`src/rtl/memory_stage_if.sv`:
```
// MEM-stage signal bundle: execute-side input record, data-bus request/response, writeback record and status.
// slave = the memory stage itself; master = the surrounding pipeline / bus environment.
interface memory_stage_if;
    logic        in_valid;
    logic        in_ready;
    logic [63:0] in_result;
    logic [63:0] in_memdata;
    logic        in_memread;
    logic        in_memwrite;
    logic        in_regwrite;
    logic [4:0]  in_dst;

    logic        dreq_valid;
    logic [63:0] dreq_addr;
    logic [2:0]  dreq_size;
    logic [7:0]  dreq_strobe;
    logic [63:0] dreq_data;
    logic        dresp_data_ok;
    logic [63:0] dresp_data;

    logic        out_valid;
    logic        out_regwrite;
    logic [4:0]  out_dst;
    logic [63:0] out_regdata;

    logic        stall;
    logic        misalign;
    logic        bus_err;

    modport slave (
        input  in_valid, in_result, in_memdata, in_memread, in_memwrite, in_regwrite, in_dst,
        input  dresp_data_ok, dresp_data,
        output in_ready, dreq_valid, dreq_addr, dreq_size, dreq_strobe, dreq_data,
        output out_valid, out_regwrite, out_dst, out_regdata, stall, misalign, bus_err
    );

    modport master (
        output in_valid, in_result, in_memdata, in_memread, in_memwrite, in_regwrite, in_dst,
        output dresp_data_ok, dresp_data,
        input  in_ready, dreq_valid, dreq_addr, dreq_size, dreq_strobe, dreq_data,
        input  out_valid, out_regwrite, out_dst, out_regdata, stall, misalign, bus_err
    );
endinterface

```
`src/rtl/memory_stage.sv`:
```
// Pipeline MEM stage: ALU ops 1 cycle, LD/SD bus wait + 2 cycles; one record in flight.
// Upstream is stalled (in_ready low) while a bus access is outstanding; writeback never back-pressures.
module memory_stage #(
    parameter int TIMEOUT = 64,
    parameter int CNT_W   = 8
) (
    input  logic          clk,
    input  logic          reset,
    memory_stage_if.slave bus
);
    typedef enum logic {S_IDLE = 1'b0, S_BUSY = 1'b1} state_t;

    state_t             r_state, w_state_nxt;
    logic [CNT_W-1:0]   r_cnt, w_cnt_nxt;
    logic [63:0]        r_addr, w_addr_nxt;
    logic [63:0]        r_wdata, w_wdata_nxt;
    logic [7:0]         r_strobe, w_strobe_nxt;
    logic               r_regwrite, w_regwrite_nxt;
    logic [4:0]         r_dst, w_dst_nxt;
    logic               r_is_load, w_is_load_nxt;

    logic               r_out_valid, w_out_valid;
    logic               r_out_regwrite, w_out_regwrite;
    logic [4:0]         r_out_dst, w_out_dst;
    logic [63:0]        r_out_regdata, w_out_regdata;
    logic               r_misalign, w_misalign;
    logic               r_bus_err, w_bus_err;

    logic               w_accept;
    logic               w_is_mem;
    logic               w_misal;
    logic               w_timeout;

    assign w_accept  = bus.in_valid && (r_state == S_IDLE);
    assign w_is_mem  = bus.in_memread || bus.in_memwrite;
    assign w_misal   = (bus.in_result[2:0] != 3'd0);
    assign w_timeout = (r_cnt == CNT_W'(TIMEOUT - 1));

    always_ff @(posedge clk) begin
        if (reset) begin
            r_state <= S_IDLE;
        end else begin
            r_state <= w_state_nxt;
        end
    end

    always_comb begin
        w_state_nxt    = r_state;
        w_cnt_nxt      = r_cnt;
        w_addr_nxt     = r_addr;
        w_wdata_nxt    = r_wdata;
        w_strobe_nxt   = r_strobe;
        w_regwrite_nxt = r_regwrite;
        w_dst_nxt      = r_dst;
        w_is_load_nxt  = r_is_load;
        w_out_valid    = 1'b0;
        w_out_regwrite = 1'b0;
        w_out_dst      = 5'd0;
        w_out_regdata  = 64'd0;
        w_misalign     = 1'b0;
        w_bus_err      = r_bus_err;
        case (r_state)
            S_IDLE: begin
                if (w_accept) begin
                    if (!w_is_mem) begin
                        w_out_valid    = 1'b1;
                        w_out_dst      = bus.in_dst;
                        w_out_regwrite = bus.in_regwrite && (bus.in_dst != 5'd0);
                        w_out_regdata  = bus.in_result;
                    end else if (w_misal) begin
                        w_out_valid = 1'b1;
                        w_out_dst   = bus.in_dst;
                        w_misalign  = 1'b1;
                    end else begin
                        // memread wins when both are set, so the strobe follows memread alone
                        w_addr_nxt     = bus.in_result;
                        w_wdata_nxt    = bus.in_memdata;
                        w_is_load_nxt  = bus.in_memread;
                        w_strobe_nxt   = bus.in_memread ? 8'h00 : 8'hFF;
                        w_regwrite_nxt = bus.in_regwrite;
                        w_dst_nxt      = bus.in_dst;
                        w_cnt_nxt      = '0;
                        w_state_nxt    = S_BUSY;
                    end
                end
            end
            S_BUSY: begin
                if (bus.dresp_data_ok) begin
                    w_state_nxt    = S_IDLE;
                    w_cnt_nxt      = '0;
                    w_out_valid    = 1'b1;
                    w_out_dst      = r_dst;
                    w_out_regwrite = r_is_load && r_regwrite && (r_dst != 5'd0);
                    w_out_regdata  = r_is_load ? bus.dresp_data : 64'd0;
                end else if (w_timeout) begin
                    w_state_nxt = S_IDLE;
                    w_cnt_nxt   = '0;
                    w_out_valid = 1'b1;
                    w_out_dst   = r_dst;
                    w_bus_err   = 1'b1;
                end else begin
                    w_cnt_nxt = r_cnt + CNT_W'(1);
                end
            end
            default: w_state_nxt = S_IDLE;
        endcase
    end

    always_ff @(posedge clk) begin
        if (reset) begin
            r_cnt          <= '0;
            r_addr         <= 64'd0;
            r_wdata        <= 64'd0;
            r_strobe       <= 8'd0;
            r_regwrite     <= 1'b0;
            r_dst          <= 5'd0;
            r_is_load      <= 1'b0;
            r_out_valid    <= 1'b0;
            r_out_regwrite <= 1'b0;
            r_out_dst      <= 5'd0;
            r_out_regdata  <= 64'd0;
            r_misalign     <= 1'b0;
            r_bus_err      <= 1'b0;
        end else begin
            r_cnt          <= w_cnt_nxt;
            r_addr         <= w_addr_nxt;
            r_wdata        <= w_wdata_nxt;
            r_strobe       <= w_strobe_nxt;
            r_regwrite     <= w_regwrite_nxt;
            r_dst          <= w_dst_nxt;
            r_is_load      <= w_is_load_nxt;
            r_out_valid    <= w_out_valid;
            r_out_regwrite <= w_out_regwrite;
            r_out_dst      <= w_out_dst;
            r_out_regdata  <= w_out_regdata;
            r_misalign     <= w_misalign;
            r_bus_err      <= w_bus_err;
        end
    end

    assign bus.in_ready     = (r_state == S_IDLE);
    assign bus.stall        = (r_state != S_IDLE);
    assign bus.dreq_valid   = (r_state == S_BUSY);
    assign bus.dreq_addr    = r_addr;
    assign bus.dreq_size    = 3'b011;
    assign bus.dreq_strobe  = r_strobe;
    assign bus.dreq_data    = r_wdata;
    assign bus.out_valid    = r_out_valid;
    assign bus.out_regwrite = r_out_regwrite;
    assign bus.out_dst      = r_out_dst;
    assign bus.out_regdata  = r_out_regdata;
    assign bus.misalign     = r_misalign;
    assign bus.bus_err      = r_bus_err;
endmodule

```
`src/flat_wrapper.sv`:
```
// flat-port wrapper written by rule: the top's interface ports become plain ports
module memory_stage_flat 
#(
    parameter int TIMEOUT = 64,
    parameter int CNT_W   = 8
)
  (clk, reset, bus_in_valid, bus_in_result, bus_in_memdata, bus_in_memread, bus_in_memwrite, bus_in_regwrite, bus_in_dst, bus_dresp_data_ok, bus_dresp_data, bus_in_ready, bus_dreq_valid, bus_dreq_addr, bus_dreq_size, bus_dreq_strobe, bus_dreq_data, bus_out_valid, bus_out_regwrite, bus_out_dst, bus_out_regdata, bus_stall, bus_misalign, bus_bus_err);
  memory_stage_if bus_i ();
  input  logic clk;
  input  logic reset;
  input wire logic [$bits(bus_i.in_valid)-1:0] bus_in_valid;
  input wire logic [$bits(bus_i.in_result)-1:0] bus_in_result;
  input wire logic [$bits(bus_i.in_memdata)-1:0] bus_in_memdata;
  input wire logic [$bits(bus_i.in_memread)-1:0] bus_in_memread;
  input wire logic [$bits(bus_i.in_memwrite)-1:0] bus_in_memwrite;
  input wire logic [$bits(bus_i.in_regwrite)-1:0] bus_in_regwrite;
  input wire logic [$bits(bus_i.in_dst)-1:0] bus_in_dst;
  input wire logic [$bits(bus_i.dresp_data_ok)-1:0] bus_dresp_data_ok;
  input wire logic [$bits(bus_i.dresp_data)-1:0] bus_dresp_data;
  output wire logic [$bits(bus_i.in_ready)-1:0] bus_in_ready;
  output wire logic [$bits(bus_i.dreq_valid)-1:0] bus_dreq_valid;
  output wire logic [$bits(bus_i.dreq_addr)-1:0] bus_dreq_addr;
  output wire logic [$bits(bus_i.dreq_size)-1:0] bus_dreq_size;
  output wire logic [$bits(bus_i.dreq_strobe)-1:0] bus_dreq_strobe;
  output wire logic [$bits(bus_i.dreq_data)-1:0] bus_dreq_data;
  output wire logic [$bits(bus_i.out_valid)-1:0] bus_out_valid;
  output wire logic [$bits(bus_i.out_regwrite)-1:0] bus_out_regwrite;
  output wire logic [$bits(bus_i.out_dst)-1:0] bus_out_dst;
  output wire logic [$bits(bus_i.out_regdata)-1:0] bus_out_regdata;
  output wire logic [$bits(bus_i.stall)-1:0] bus_stall;
  output wire logic [$bits(bus_i.misalign)-1:0] bus_misalign;
  output wire logic [$bits(bus_i.bus_err)-1:0] bus_bus_err;
  assign bus_i.in_valid = bus_in_valid;
  assign bus_i.in_result = bus_in_result;
  assign bus_i.in_memdata = bus_in_memdata;
  assign bus_i.in_memread = bus_in_memread;
  assign bus_i.in_memwrite = bus_in_memwrite;
  assign bus_i.in_regwrite = bus_in_regwrite;
  assign bus_i.in_dst = bus_in_dst;
  assign bus_i.dresp_data_ok = bus_dresp_data_ok;
  assign bus_i.dresp_data = bus_dresp_data;
  assign bus_in_ready = bus_i.in_ready;
  assign bus_dreq_valid = bus_i.dreq_valid;
  assign bus_dreq_addr = bus_i.dreq_addr;
  assign bus_dreq_size = bus_i.dreq_size;
  assign bus_dreq_strobe = bus_i.dreq_strobe;
  assign bus_dreq_data = bus_i.dreq_data;
  assign bus_out_valid = bus_i.out_valid;
  assign bus_out_regwrite = bus_i.out_regwrite;
  assign bus_out_dst = bus_i.out_dst;
  assign bus_out_regdata = bus_i.out_regdata;
  assign bus_stall = bus_i.stall;
  assign bus_misalign = bus_i.misalign;
  assign bus_bus_err = bus_i.bus_err;
  memory_stage #(.TIMEOUT(TIMEOUT), .CNT_W(CNT_W)) u_core (.clk(clk), .reset(reset), .bus(bus_i));
endmodule
```
`config.mk`:
```
export PLATFORM = sky130hd
export DESIGN_NAME = memory_stage_flat
export DESIGN_NICKNAME = d
export VERILOG_FILES = /design/src/rtl/memory_stage_if.sv /design/src/rtl/memory_stage.sv /design/src/flat_wrapper.sv
export SDC_FILE = /design/constraint.sdc
export NUM_CORES = 1
export LEC_CHECK = 0
export BUFFER_PORTS_ARGS = -buffer_cell sky130_fd_sc_hd__buf_2
export CAP_MARGIN = 20
export CORE_AREA = 3 3 162 164
export DETAILED_ROUTE_END_ITERATION = 10
export DIE_AREA = 0 0 165 167
export HOLD_SLACK_MARGIN = 0.02
export REMOVE_ABC_BUFFERS = 1
export SLEW_MARGIN = 0
export SYNTH_ARGS = -nofsm -noshare
export SYNTH_HDL_FRONTEND = slang
export SYNTH_SLANG_ARGS = --single-unit
```
`constraint.sdc`:
```
create_clock -name clk -period 2.6 [get_ports clk]
set_input_delay 0.39 -clock clk [delete_from_list [all_inputs] [get_ports clk]]
set_output_delay 0.39 -clock clk [all_outputs]
set_load 0.1 [all_outputs]
```
* Word-level counts from Yosys, hierarchy flattened
Cells that the tools add are included.
** Storage, ports and cells
- Bits in registers :: 225
- Input bits :: 204
- Output and inout bits :: 215
** Cells by class
- Add/sub/neg operators :: 1
- Equal/unequal tests :: 4
- Mux-type cells :: 34
- Bitwise logic cells :: 5
- Reductions and logical operators :: 12
** Operator list (count)
- $mux W64 :: 4
- $pmux W64 S2 :: 1
- $mux W8 :: 6
- $mux W5 :: 5
- $pmux W8 S2 :: 1
- $mux W1 :: 13
- $pmux W5 S2 :: 1
- $reduce_bool A5 Y1 :: 2
- $add A8 B1 Y8 const B :: 1
- $eq A8 B6 Y1 const B :: 1
- $pmux W1 S2 :: 3
- $reduce_and A3 Y1 :: 2
- $not A1 Y1 :: 5
- $logic_and A1 B1 Y1 :: 4
- $ne A2 B1 Y1 const B :: 2
- $reduce_and A4 Y1 :: 1
- $reduce_or A4 Y1 :: 1
- $reduce_bool A3 Y1 :: 1
- $ne A2 B2 Y1 const B :: 1
- $logic_or A1 B1 Y1 :: 1

* Logic depth before layout (Yosys ltp)
- Depth in word-level cells :: 5
- Depth in mapped cells :: 7
- Mapped depth without buffers :: 5

* Worst setup path before layout
OpenSTA, ideal clock, no wires.
- Path kind :: reg-to-reg
- Start point :: register u_core.r_state, in the netlist u_core.bus.dreq_valid
- End point :: register u_core.r_out_dst[0], in the netlist u_core.bus.out_dst[0]
- Arrival :: 2.384 ns
- Slack :: 0.156 ns
- Stages on the path, launching flop included :: 4
- Clock period less this slack :: 2.444 ns
- Path through :: dfxtp_1 -> inv_1 -> nor3_2 -> a22o_1
** On the way
- Longest elaborated chain between the ends :: 4
** Ends and longest elaborated chain
- from (decl) :: RTL line memory_stage.sv:13 : state_t r_state, w_state_nxt;
- from (signal assigned) :: RTL line memory_stage.sv:43 : r_state <= w_state_nxt;
- $not A1 Y1 (*)
- net bus_in_ready :: RTL line flat_wrapper.sv:20 : output wire logic [$bits(bus_i.in_ready)-1:0] bus_in_ready;
- $logic_and A1 B1 Y1 :: RTL line memory_stage.sv:34 : assign w_accept = bus.in_valid && (r_state == S_IDLE);
- $mux W5 :: RTL line memory_stage.sv:64 : if (w_accept) begin
- $pmux W5 S2 (*) :: RTL line memory_stage.sv:62 : case (r_state)
- to (signal assigned) :: RTL line memory_stage.sv:134 : r_out_dst <= w_out_dst;
- to (decl) :: RTL line memory_stage.sv:24 : logic [4:0] r_out_dst, w_out_dst;
Mark *: on every way through the listed nets, which the timed path passes. The rest lies on a longest branch.
A chain may end at the register's enable or synchronous reset.

* Worst setup path after layout
- Start point :: register u_core.r_state, in the netlist u_core.bus.dreq_valid
- End point :: register u_core.r_wdata[63], in the netlist u_core.bus.dreq_data[63]
** On the way
- Longest elaborated chain between the ends :: 3
** Ends and longest elaborated chain
- $not A1 Y1 (*) :: RTL line memory_stage.sv:34
- $logic_and A1 B1 Y1 :: RTL line memory_stage.sv:34
- $reduce_and A4 Y1 (no line) (*)
- to (signal assigned) :: RTL line memory_stage.sv:127 : r_wdata <= w_wdata_nxt;
- to (decl) :: RTL line memory_stage.sv:16 : logic [63:0] r_wdata, w_wdata_nxt;
Every way passes the cells marked *; elsewhere a longest branch is shown, timed or not.

==> results.sh <==
export IMPL_outcome="completed"
export IMPL_wl_met3_um=2220
export IMPL_drv_cap=0
export IMPL_worstSkewPairLatency_ns=0.51
export IMPL_grt_total_usage_pct=17.2
export IMPL_mostFrequentLayoutCells="buf_2 (414), dfxtp_1 (218), nand2_1 (210)"
export IMPL_area_growth_syn_to_layout_pct=39.4
export IMPL_finClkSkew_ns=0.00735
export IMPL_critPathArrivalTime_ns=2.37
export IMPL_grt_pass1_wl_um=38600
export IMPL_path_clk_slew_ns=0.06
export IMPL_grt_antenna_before_repair=2
export IMPL_slowest_delay_ns=0.66
export IMPL_drtIter0Drc=499
export IMPL_cts_root_buf="clkbuf_16"
export IMPL_min_path_type="primary input to register"
export IMPL_wl_met1_um=9950
export IMPL_gp_congestion=0.820
export IMPL_cts_max_level=1
export IMPL_cp_top_family="buffers and inverters"
export IMPL_grt_start_max_net_pins=94
export IMPL_drv_slew=0
export IMPL_postCtsResizedCells=0
export IMPL_path_cells="nand2b_4, or3b_4, buf_4, nand2_1, a21oi_1"
export IMPL_die_w_um=165
export IMPL_totalWireLength_um=25500
export IMPL_timing_fmax_mhz=515
export IMPL_drt_wirelength_per_cell_um=15.7
export IMPL_rows=58
export IMPL_cts_hold_buf=0
export IMPL_postLayoutSetupSlackWorst_ns=0.659
export IMPL_grt_setup_unrepaired="false"
export IMPL_drc=0
export IMPL_vias=7584
export IMPL_hold_viol=0
export IMPL_tightest_slew_ns=0.943
export IMPL_synth_seq_cells=218
export IMPL_top_layer="met5"
export IMPL_synth_edf_count=0
export IMPL_synth_cells=905
export IMPL_final_common_cell="buf_2"
export IMPL_cts_buffer_depth=3
export IMPL_crit_path_top_delay_cell="buf_4"
export IMPL_dr_wl_met2_um=12600
export IMPL_ys_flop_type="dfxtp_1"
export IMPL_final_core_utilization_pct=43.8
export IMPL_routed_via_density=4.67
export IMPL_cp_end_kind="register"
export IMPL_finalSetupViolations=0
export IMPL_place_area_um2=10100
export IMPL_worst_path_buf_inv=1
export IMPL_post_cts_setup_buffers=0
export IMPL_async_flop_share_pct=0
export IMPL_ant_nets=0
export IMPL_cts_sinks=218
export IMPL_pre_cts_ws_ns=0.533
export IMPL_start_kind="register"
export IMPL_p_leak_uw=0.00491
export IMPL_synth_cell_type_count=43
export IMPL_coreArea_um2=25000
export IMPL_pin_count=419
export IMPL_critPathMaxFanout=64
export IMPL_fin_cells=1624
export IMPL_start_util_pct=31.4
export IMPL_dieArea_um2=27600
export IMPL_grt_pass1_vias=7228
export IMPL_dpl_hpwl_um=17800
export IMPL_synth_warnings=0
export IMPL_synth_sequential_area_ratio_pct=55.5
export IMPL_syn_area_um2=7860
export IMPL_avgSynthCellArea_um2=8.69
export IMPL_ir_drop_mv=0.485
export IMPL_drive_gt1_share_pct=41.0
export IMPL_port_buffers=415
export IMPL_slew_headroom_pct=37.1
export IMPL_overflow=0
export IMPL_die_h_um=167
export IMPL_period_minus_slack_ns=1.94
export IMPL_numCtsBuffers=25
export IMPL_dr_pass1_iters=5
export IMPL_p_per_area_nw_per_um2=732
export IMPL_worstSetupPathType="register to register"
export IMPL_dp_cells=1581
export IMPL_cts_tree="yes"
export IMPL_fin_area_um2=11000
export IMPL_cp_required_ns=3.03
export IMPL_timing_final_crit_share_pct=74.6
export IMPL_holdWs_ns=0.118
export IMPL_nNetsFinal=1483
-- sequential cells by signal (all words and copies together) (netlist names) --
name and flops:
u_core.bus.out_dst 5, u_core.bus.misalign 1, u_core.r_dst 5, u_core.bus.dreq_valid 1, u_core.bus.bus_err 1, u_core.bus.dreq_strobe 1, u_core.bus.dreq_addr 64, u_core.bus.dreq_data 64
u_core.r_is_load 1, u_core.r_cnt 8, u_core.bus.out_valid 1, u_core.r_regwrite 1, u_core.bus.out_regwrite 1, u_core.bus.out_regdata 64
-- tightest hold or removal path, delay by kind of cell --
kind,cells,cell delay (ns)
buffers and inverters,1,0.09
AO/OA/AOI/OAI,1,0.05
AND/OR/NAND/NOR,1,0.04
-- layout make-up --
cell class | instances | area, um2
Fill cell | 2550 | 14100
Sequential cell | 218 | 4360
Multi-Input combinational cell | 605 | 3070
Timing Repair Buffer | 425 | 2230
Clock buffer | 33 | 686
Tap cell | 330 | 413
Clock inverter | 9 | 174
Inverter | 3 | 11.3
Antenna cell | 1 | 2.50
-- final timing paths --
check / from / endpoint / slack (ns) / cells past startpoint
min reg2reg: u_core.r_is_load / u_core.r_is_load / 0.45 / 2
max reg2reg: u_core.bus.dreq_valid / u_core.bus.dreq_data[63] / 0.66 / 5
min: bus_in_memdata[5] / u_core.bus.dreq_data[5] / 0.12 / 3
max: u_core.bus.dreq_valid / u_core.bus.dreq_data[63] / 0.66 / 5
-- power breakdown --
| group | switching, uW | total [uW] | internal (uW) |
|---|---|---|---|
| logic | 693 | 904 | 210 |
| clock network | 1360 | 3690 | 2330 |
| registers | 26.0 | 3430 | 3400 |
| total | 2080 | 8020 | 5940 |
-- cell families (layout without fill, tap and decap cells) --
family | Yosys count | in the layout | synth area share, %
multiplexers | 1 | 1 | 0.127
AO/OA/AOI/OAI | 223 | 223 | 16.8
AND/OR/NAND/NOR | 377 | 377 | 21.6
other | 2 | 4 | 0.0955
flip-flops | 218 | 218 | 55.5
buffers and inverters | 83 | 470 | 5.64
adder cells (fa/ha/maj) | 1 | 1 | 0.159
-- per-stage QoR --
| stage | setup TNS [ns] | total power (uW) |
|---|---|---|
| 4_1_cts | 0 | 8130 |
| 3_3_place_gp | 0 | 4400 |
| 3_5_place_dp | 0 | 4410 |
| 2_1_floorplan | -1078.71 | 4070 |
| 5_1_grt | 0 | 8320 |
| 6_report | 0 | 8020 |
-- synth_stat cells, types with 3 or more instances --
cell type    n  share of area (%)
dfxtp_1    218                 56
nor2b_1      3               0.24
nand3b_1     3               0.29
a21oi_1    140                8.9
buf_6        8                1.1
nand2_1    210                 10
nand2_2     60                4.8
a22oi_1     65                6.2
nor3b_1      6               0.57
clkbuf_1    39                1.9
a22o_1       5               0.56
buf_2       21                1.3
buf_4       12                1.1
nor3_1       4               0.25
o21ai_0      4               0.25
inv_1        3               0.14
nor2_1      71                3.4
-- per-layer routing --
metal / vias up / track usage [%]
met5: - / 0
met1: 3474 / 20.5
met2: 308 / 29.9
met3: 50 / 4.40
met4: 2 / 5.36
li1: 3750 / -
No activity file was read; power rests on OpenSTA's default activity.
